[src/rtl/cpu_regs_pkg.sv]
// Shared widths, context-entry layout and stack-operation encoding for cpu_state_regs.
// With CPU_NFLAG_EN defined, each context entry carries an extra N flag bit.
package cpu_regs_pkg;

  localparam int ADDR_W_DEF = 8;
  localparam int DATA_W_DEF = 16;

`ifdef CPU_NFLAG_EN
  localparam int FLAG_W = 2;
  localparam int N_OFF  = 1;
`else
  localparam int FLAG_W = 1;
`endif

  // Entry layout from LSB upward: flags, then ACC, then PC.
  localparam int Z_OFF   = 0;
  localparam int ACC_OFF = FLAG_W;

  function automatic int ctx_w(input int addr_w, input int data_w);
    return addr_w + data_w + FLAG_W;
  endfunction

  function automatic int pc_off(input int data_w);
    return FLAG_W + data_w;
  endfunction

  localparam int CTX_W = ctx_w(ADDR_W_DEF, DATA_W_DEF);

  typedef enum logic [1:0] {
    CTX_IDLE = 2'b00,
    CTX_POP  = 2'b01,
    CTX_PUSH = 2'b10,
    CTX_BOTH = 2'b11
  } ctx_op_e;

endpackage

[src/rtl/ctx_stack.sv]
// Hardware context stack: LIFO storage, saturating occupancy counter,
// full/empty flags and a sticky error for overflow, underflow or push+pop collision.
module ctx_stack #(
  parameter int CTX_W     = cpu_regs_pkg::CTX_W,
  parameter int CTX_DEPTH = 4
) (
  input  logic                         i_clk,
  input  logic                         i_rst,
  input  logic                         i_stall,
  input  logic                         i_push,
  input  logic                         i_pop,
  input  logic [CTX_W-1:0]             i_din,
  output logic [CTX_W-1:0]             o_dout,
  output logic [$clog2(CTX_DEPTH):0]   o_level,
  output logic                         o_full,
  output logic                         o_empty,
  output logic                         o_err,
  output logic                         o_popOk
);
  import cpu_regs_pkg::*;

  localparam int IDX_W = $clog2(CTX_DEPTH);
  localparam int LVL_W = IDX_W + 1;

  logic [CTX_W-1:0] r_mem [CTX_DEPTH];
  logic [LVL_W-1:0] r_level;
  logic             r_err;

  ctx_op_e          w_op;
  logic             w_full;
  logic             w_empty;
  logic             w_doPush;
  logic             w_doPop;
  logic             w_errEvt;
  logic [IDX_W-1:0] w_wrIdx;
  logic [IDX_W-1:0] w_rdIdx;

  assign w_op    = ctx_op_e'({i_push, i_pop});
  assign w_full  = (r_level == LVL_W'(CTX_DEPTH));
  assign w_empty = (r_level == '0);
  assign w_wrIdx = r_level[IDX_W-1:0];
  assign w_rdIdx = w_wrIdx - IDX_W'(1);

  always_comb begin
    w_doPush = 1'b0;
    w_doPop  = 1'b0;
    w_errEvt = 1'b0;
    if (!i_stall) begin
      case (w_op)
        CTX_PUSH: if (w_full)  w_errEvt = 1'b1; else w_doPush = 1'b1;
        CTX_POP:  if (w_empty) w_errEvt = 1'b1; else w_doPop  = 1'b1;
        CTX_BOTH: w_errEvt = 1'b1;
        default:  ;
      endcase
    end
  end

  always_ff @(posedge i_clk) begin
    if (i_rst) begin
      r_level <= '0;
      r_err   <= 1'b0;
    end else begin
      if (w_doPush)
        r_level <= r_level + LVL_W'(1);
      else if (w_doPop)
        r_level <= r_level - LVL_W'(1);
      if (w_errEvt)
        r_err <= 1'b1;
    end
  end

  // Storage is deliberately left uncleared on reset; only the level defines validity.
  always_ff @(posedge i_clk) begin
    if (!i_rst && w_doPush)
      r_mem[w_wrIdx] <= i_din;
  end

  assign o_dout  = r_mem[w_rdIdx];
  assign o_level = r_level;
  assign o_full  = w_full;
  assign o_empty = w_empty;
  assign o_err   = r_err;
  assign o_popOk = w_doPop;

endmodule

[src/rtl/cpu_state_regs.sv]
// CPU architectural register bank with per-register enables, global stall and a context stack.
// Define CPU_NFLAG_EN to add the N flag (ports N_we, Nflag_next, Nflag_reg) and save it in contexts.
module cpu_state_regs
  import cpu_regs_pkg::*;
#(
  parameter int ADDR_W    = ADDR_W_DEF,
  parameter int DATA_W    = DATA_W_DEF,
  parameter int CTX_DEPTH = 4
) (
  input  logic                        Clk,
  input  logic                        Rst,
  input  logic                        Stall,
  input  logic                        PC_we,
  input  logic                        IR_we,
  input  logic                        ACC_we,
  input  logic                        MDR_we,
  input  logic                        MAR_we,
  input  logic                        Z_we,
  input  logic [ADDR_W-1:0]           PC_next,
  input  logic [DATA_W-1:0]           IR_next,
  input  logic [DATA_W-1:0]           ACC_next,
  input  logic [DATA_W-1:0]           MDR_next,
  input  logic [ADDR_W-1:0]           MAR_next,
  input  logic                        Zflag_next,
`ifdef CPU_NFLAG_EN
  input  logic                        N_we,
  input  logic                        Nflag_next,
  output logic                        Nflag_reg,
`endif
  input  logic                        Ctx_push,
  input  logic                        Ctx_pop,
  output logic [ADDR_W-1:0]           PC_reg,
  output logic [ADDR_W-1:0]           MAR_reg,
  output logic [DATA_W-1:0]           IR_reg,
  output logic [DATA_W-1:0]           ACC_reg,
  output logic [DATA_W-1:0]           MDR_reg,
  output logic                        Zflag_reg,
  output logic                        Ctx_empty,
  output logic                        Ctx_full,
  output logic [$clog2(CTX_DEPTH):0]  Ctx_level,
  output logic                        Ctx_err
);

  localparam int CW     = ctx_w(ADDR_W, DATA_W);
  localparam int PC_OFF = pc_off(DATA_W);

  logic [ADDR_W-1:0] r_pc;
  logic [ADDR_W-1:0] r_mar;
  logic [DATA_W-1:0] r_ir;
  logic [DATA_W-1:0] r_acc;
  logic [DATA_W-1:0] r_mdr;
  logic              r_z;
  logic [CW-1:0]     w_din;
  logic [CW-1:0]     w_dout;
  logic              w_popOk;

`ifdef CPU_NFLAG_EN
  logic r_n;
  assign w_din     = {r_pc, r_acc, r_n, r_z};
  assign Nflag_reg = r_n;
`else
  assign w_din = {r_pc, r_acc, r_z};
`endif

  ctx_stack #(
    .CTX_W     (CW),
    .CTX_DEPTH (CTX_DEPTH)
  ) u_ctxStack (
    .i_clk   (Clk),
    .i_rst   (Rst),
    .i_stall (Stall),
    .i_push  (Ctx_push),
    .i_pop   (Ctx_pop),
    .i_din   (w_din),
    .o_dout  (w_dout),
    .o_level (Ctx_level),
    .o_full  (Ctx_full),
    .o_empty (Ctx_empty),
    .o_err   (Ctx_err),
    .o_popOk (w_popOk)
  );

  // An accepted pop restores the saved context and overrides the normal PC/ACC/flag loads.
  always_ff @(posedge Clk) begin
    if (Rst) begin
      r_pc  <= '0;
      r_ir  <= '0;
      r_acc <= '0;
      r_mdr <= '0;
      r_mar <= '0;
      r_z   <= 1'b0;
`ifdef CPU_NFLAG_EN
      r_n   <= 1'b0;
`endif
    end else if (!Stall) begin
      if (w_popOk) begin
        r_pc  <= w_dout[PC_OFF +: ADDR_W];
        r_acc <= w_dout[ACC_OFF +: DATA_W];
        r_z   <= w_dout[Z_OFF];
`ifdef CPU_NFLAG_EN
        r_n   <= w_dout[N_OFF];
`endif
      end else begin
        if (PC_we)  r_pc  <= PC_next;
        if (ACC_we) r_acc <= ACC_next;
        if (Z_we)   r_z   <= Zflag_next;
`ifdef CPU_NFLAG_EN
        if (N_we)   r_n   <= Nflag_next;
`endif
      end
      if (IR_we)  r_ir  <= IR_next;
      if (MDR_we) r_mdr <= MDR_next;
      if (MAR_we) r_mar <= MAR_next;
    end
  end

  assign PC_reg    = r_pc;
  assign IR_reg    = r_ir;
  assign ACC_reg   = r_acc;
  assign MDR_reg   = r_mdr;
  assign MAR_reg   = r_mar;
  assign Zflag_reg = r_z;

endmodule
[config.mk]
export PLATFORM = sky130hd
export DESIGN_NAME = cpu_state_regs
export DESIGN_NICKNAME = d
export VERILOG_FILES = /design/src/rtl/cpu_regs_pkg.sv /design/src/rtl/ctx_stack.sv /design/src/rtl/cpu_state_regs.sv
export SDC_FILE = /design/constraint.sdc
export NUM_CORES = 1
export LEC_CHECK = 0
export ABC_CLOCK_PERIOD_IN_PS = 2900
export CORE_UTILIZATION = 45
export CTS_CLUSTER_SIZE = 16
export DETAILED_ROUTE_END_ITERATION = 7
export PLACE_DENSITY_LB_ADDON = 0.05
export SLEW_MARGIN = 25
export SYNTH_ARGS = -nofsm -noshare
export SYNTH_HDL_FRONTEND = slang
export SYNTH_HIERARCHICAL = 1
export SYNTH_SLANG_ARGS = --single-unit
[constraint.sdc]
create_clock -name Clk -period 2.9 [get_ports Clk]
set_input_delay 0.29 -clock Clk [delete_from_list [all_inputs] [get_ports Clk]]
set_output_delay 0.29 -clock Clk [all_outputs]
set_load 0.02 [all_outputs]
==> impl_metrics.tcl <==
set metrics [dict create \
    cpPeakStageDelay_ps 460 \
    drtIter0Drc 244 \
    dieHeight_um 124.0 \
    yosys_warnings 6 \
    grt_max_degree 74 \
    clock_latency_ps 420 \
    grtUsageTotal_pct 19.29 \
    final_common_cell "clkdlybuf4s50_1" \
    maxSlewViolCount 0 \
    p_leak_uw 0.002941 \
    setup-tns-final_ps 0 \
    cp-end-kind "register" \
    min_path_type "input pin to register" \
    wl_per_cell_um 17.31 \
    synth_area_leaders "edfxtp_1, dfxtp_1, mux4_2" \
    largest_register_ff_count 100 \
    path_delay_family "simple AND/OR/NAND/NOR gates" \
    skew_ps 5.598 \
    dp.final_hpwl_mm 8.871 \
    max_slew_margin_pct 37.83 \
    fin_nets 691 \
    synth_nets 540 \
    grtUsageMet2_pct 31.18 \
    synth-seq-cells 169 \
    num_rows 44 \
    path_max_fanout 6 \
    syn_inst 459 \
    syn-cell-area_sq_um 6694 \
    final_antenna_net_count 0 \
    grt_antenna_before_repair 0 \
    synth-edff-count 100 \
    layout_common_cells "clkdlybuf4s50_1, edfxtp_1, dfxtp_1" \
    outcome "completed" \
    regMostFlops "u_ctxStack/r_mem" \
    drcViolationCount 0 \
    cts_hold_buf 0 \
    cts_made_buffers 17 \
    fin_cells 807 \
    cp-start-kind "register" \
    grt-ovfl-total 0 \
    syn_area_per_cell_sq_um 14.58 \
    wl_mm 13.97 \
    start_util_pct 46.06 \
    synth_top_area_share_pct 44.86 \
    h-tree-depth 4 \
    crit_slowest_cell "dfxtp_1" \
    cp.buffers_inverters 1 \
    synth_cell_type_count 43 \
    num_antenna_cells 0 \
    hold_violations 0 \
    path_cells "inv_1, ha_1, and2_1, or3_1, fa_1, or3b_1, o22a_1, o22ai_1" \
    core-area_sq_um 14530 \
    dr_total_vias 4173 \
    cts_resized 0 \
    power_density_nw_per_um2 608.4 \
    period_share_pct 86.06 \
    clk_pin_slew_ps 60 \
    async_flop_share_pct 0 \
    die_x_um 124.0 \
    clock_path_buffers 2 \
    crit_required_ps 3250 \
    critical_path_class "register to register" \
    dr.pass1.iters 4 \
    layout-drive-gt1-share_pct 15.89 \
    grt-busiest-layer "met2" \
    grt_pass1_wl_mm 21.48 \
    cts-root-buf "clkbuf_16" \
    cts_tree "done" \
    cp_data_arrival_time_ps 2840 \
    dp_cells 775 \
    cts_setup_buffers 0 \
    layout_min_cycle_time_ps 2496 \
    maxCapViolCount 0 \
    grt_pass1_vias 4071 \
    worst_pin_slew_ps 932.6 \
    die_area_sq_um 15370 \
    setup_viol 0 \
    gp_congestion 0.7092 \
    io_pins 147 \
    rsz0062_at_grt "false" \
    syn2layout_area_growth_pct 31.96 \
    routed_via_density 5.171 \
    fmaxAchievable_ghz 0.4007 \
    gr-usage-met3_pct 7.921 \
    irDropWorstVdd_uv 393.0 \
    portBuffers 146 \
    clkSinkCount 169 \
    synthFlopType "edfxtp_1" \
    met1_usage_pct 23.10 \
    seq_area_frac_synth_pct 65.50 \
    yosysTopAreaCell "edfxtp_1" \
]
metal layers:
layer / part of all wire (%) / vias up
met1: 41 / 2042
li1: - / 1993
met4: 1.3 / 0
met2: 49 / 124
met3: 8.5 / 14
met5: 0 / -
per-stage QoR:
step | utilization, % | hold slack [ps] | setup WS (ps) | area [sq um] | power, uW
after floorplan | - | 394.9 | 29.45 | 6699 | 3100
after global placement | 57.10 | 441.8 | 337.4 | 8299 | 3378
after detailed placement | 57.10 | 449.9 | 251.1 | 8299 | 3395
after CTS | 60.74 | 401.3 | 378.3 | 8828 | 5437
after global routing | 60.78 | 410.9 | 198.8 | 8833 | 5588
final | 60.78 | 414.1 | 404.2 | 8833 | 5374
path summary, 6_finish.rpt:
path,start,end,slack (ps),depth (start not counted)
worst min-delay path,MDR_next[0],MDR_reg[0],410,3
worst max register to register,u_ctxStack/o_level[1],u_ctxStack/o_level[2],400,8
worst max-delay path,u_ctxStack/o_level[1],u_ctxStack/o_level[2],400,8
worst min register to register,MDR_reg[12],MDR_reg[12],460,2
where the power goes:
group          switching [uW]  total, uW  internal, uW
clock network             857       2040          1180
logic                     318        661           343
registers                59.7       2680          2620
area by class of cell:
type                            count  area, sq um
Clock inverter                     12        82.58
Timing Repair Buffer              163         1587
Fill cell                        1176         5700
Tap cell                          184        230.2
Sequential cell                   169         4385
Inverter                            4        15.01
Clock buffer                       20        446.7
Multi-Input combinational cell    255         2087
kinds of logic (layout without fill, tap and decap cells):
| kind of cell | count (synthesis) | after routing | synth area share [%] |
|---|---|---|---|
| AND/OR/NAND/NOR | 123 | 123 | 8.075 |
| adder cells (fa/ha/maj) | 5 | 5 | 1.047 |
| XOR/XNOR | 1 | 1 | 0.1309 |
| buffers and inverters | 35 | 199 | 3.477 |
| flip-flops | 169 | 169 | 65.50 |
| AO/OA/AOI/OAI | 67 | 67 | 8.262 |
| multiplexers | 59 | 59 | 13.51 |
worst reg2reg max path, stage by stage (launching register included):
cell	delay (ps)
dfxtp_1	460
inv_1	100
ha_1	200
and2_1	180
or3_1	320
fa_1	420
or3b_1	420
o22a_1	190
o22ai_1	150
cell usage after synthesis, types with 2 or more instances:
master and count:
nor2_1 32, a21oi_1 33, buf_1 2, nand2_1 64, buf_4 8, a211oi_2 22
clkbuf_1 6, nor2_2 2, inv_1 4, nor2b_1 3, buf_6 6, and2_1 5
ha_1 4, nand2b_1 8, a211oi_1 2, edfxtp_1 100, buf_2 6, clkbuf_2 2
dfxtp_1 69, mux4_2 25, or3_1 2, mux2i_1 33
Power figures use the tool's default switching activity.
==> patch (config.mk and constraints unchanged) <==
Add a define of `CPU_NFLAG_EN`.
--- a/src/rtl/cpu_regs_pkg.sv
+++ b/src/rtl/cpu_regs_pkg.sv
@@ -1,4 +1,6 @@
 // Shared widths, context-entry layout and stack-operation encoding for cpu_state_regs.
 // With CPU_NFLAG_EN defined, each context entry carries an extra N flag bit.
+`define CPU_NFLAG_EN
+
 package cpu_regs_pkg;
 
Ports: changed (added N_we, Nflag_next and Nflag_reg); port bits go from 147 to 150. No check against the original RTL was run, so the function may have changed too.
==> patch against the original RTL <==
The flow now finishes with violations (DRC); synthesized area rose by 2.8%; sequential power rose by 3%; worst setup slack got worse by 0.17 ns; design area rose by 2.9%; count of clock-buffer cells in the layout rose by 1; die area rose by 2.8%; sequential cell count rose by 5; routed wire length rose by 2.8%; critical path depth did not move; power rose by 4.3%; cell count rose by 0.87%; maximum frequency fell by 6.5%; critical path type unchanged.
==> patch: results <==
metrics = {
    "finish": {
        "max_flop_register": "u_ctxStack/r_mem",
        "largest_reg_flops": 104,
        "drive_gt1_share_pct": 14.3,
        "nets": 701,
        "antennaDiodeCount": 0,
        "fillers": 1158,
    },
    "outcome": {
        "violations": "DRC",
        "status": "finished, violations left",
    },
    "clocking": {
        "cts_buffers": 17,
        "htreeDepth": 4,
        "clockBufferDepth": 2,
        "path_clk_slew_ns": 0.06,
        "clkLatencyLatePin_ns": 0.42,
        "cts_setup_buffers": 0,
        "cts_root_buf": "clkbuf_16",
        "cts_resized": 0,
    },
    "power_and_ir_drop": {
        "ir_drop_mv": 0.416,
        "leakage_nw": 3.00,
    },
    "routing": {
        "drc_errors": 9,
        "via_count": 4243,
        "first_iter_violations": 252,
        "wire_per_inst_um": 17.6,
        "firstDrtPassIters": 7,
    },
    "hold_path": {
        "worstHoldPathType": "input pin to flip-flop",
    },
    "critical_path": {
        "arrival_ns": 3.02,
        "worstReg2RegStart": "u_ctxStack/o_level[1]$_SDFFE_PP0P_",
        "r2r_setup_slack_ns": 0.23,
        "crit_fanout": 7,
        "r2r_cells": 8,
        "r2r_end": "u_ctxStack/o_level[2]$_SDFFE_PP0P_",
        "startpoint": "u_ctxStack/o_level[1]$_SDFFE_PP0P_",
        "worstSetupEndpoint": "u_ctxStack/o_level[2]$_SDFFE_PP0P_",
    },
    "synth": {
        "synthesis.yosys.warnings": 6,
        "synth_area_leaders": "edfxtp_1 45%, dfxtp_1 20%, mux4_2 8.5%",
        "synthTopCellsByCount": "104 x edfxtp_1, 70 x dfxtp_1, 64 x nand2_1",
        "synth_flop_cell": "edfxtp_1",
        "seq_area_frac_synth_pct": 65.7,
        "async_reset_ff_share_pct": 0,
        "yosysUniqueCellTypes": 42,
        "synth_edf_count": 104,
        "synth_nets": 553,
    },
    "grt": {
        "track_usage_pct": 19.1,
        "antenna_found_initial": 0,
        "grt_pass1_wl_um": 22700,
        "grt_max_degree": 45,
        "overflow": 0,
    },
    "placed_design": {
        "place_congestion": 0.750,
        "dp_hpwl_um": 8840,
        "portBuffers": 149,
    },
    "sta": {
        "relSlewSlack_pct": 57.6,
        "skew_ns": 0.00589,
    },
}
## patch: cell count changes after synthesis, moves of 2 or more
cell and change:
edfxtp_1 +4, nor2_2 -2, a211oi_2 -7, buf_6 +3
nor2_1 +2, buf_4 -4, a2111oi_2 +2, a211oi_1 +7
## patch: report_power, final
group | internal, mW | leakage [nW] | switching, mW
Clock | 1.28 | 0.273 | 0.898
Sequential | 2.69 | 1.53 | 0.0603
Combinational | 0.350 | 1.19 | 0.321
## patch: metal layers
| layer | vias to the layer above | wire, um | track usage [%] |
|---|---|---|---|
| li1 | 2034 | - | - |
| met4 | 0 | 251 | 8.03 |
| met5 | - | 0 | 0 |
| met1 | 2094 | 6070 | 23.3 |
| met2 | 97 | 7550 | 32.8 |
| met3 | 18 | 492 | 4.25 |
## patch: critical path: stages, from the launching register on
cell and delay [ns]:
dfxtp_1 0.45, inv_1 0.10, ha_1 0.28, and2_1 0.21, or3_1 0.33, fa_1 0.43
or3b_1 0.43, o22a_1 0.20, o22ai_1 0.16
## patch: worst min-delay path by stage
| stage | end | startpoint | slack [ns] | depth (start not counted) |
|---|---|---|---|---|
| finish | MAR_reg[3]$_SDFFE_PP0P_ | Rst | 0.38 | 2 |
| global route | MDR_reg[10]$_SDFFE_PP0P_ | MDR_next[10] | 0.41 | 3 |
| CTS | MAR_reg[3]$_SDFFE_PP0P_ | Rst | 0.38 | 2 |
| detailed placement | MDR_reg[11]$_SDFFE_PP0P_ | MDR_reg[11]$_SDFFE_PP0P_ | 0.45 | 2 |
| global placement | MDR_reg[10]$_SDFFE_PP0P_ | MDR_reg[10]$_SDFFE_PP0P_ | 0.44 | 2 |
| floorplan | u_ctxStack/o_err$_SDFFE_PP0P_ | Stall | 0.39 | 1 |
## patch: kinds of logic (layout without fill, tap and decap cells)
kind of cell,count (synthesis),after routing,synth area share [%]
adders and majority gates,5,5,1.02
and+or+nand+nor,124,124,7.91
AOI/OAI and AO/OA,69,69,7.94
DFF,174,174,65.7
buffers and inverters,37,197,3.80
xor gates and xnor gates,1,1,0.127
muxes,60,60,13.5
## patch: per-stage QoR
stage	setup WS, ns	instance area, um^2	total power [mW]	hold WS (ns)	std cells
detailed placement	0.235	8520	3.49	0.448	783
global route	0.0977	9090	5.83	0.405	814
floorplan	0.0180	6890	3.19	0.395	470
finish	0.231	9090	5.61	0.375	814
global placement	0.333	8520	3.47	0.441	783
CTS	0.226	9080	5.67	0.376	814
## patch: cell type report
class	count	share of cell area (%)
well taps	184	2.53
multi-input cells	259	23.2
repair buffers	161	18.0
clock inverters	10	1.28
flip-flops and latches	174	49.8
clock buffers	21	4.96
inverters	5	0.207
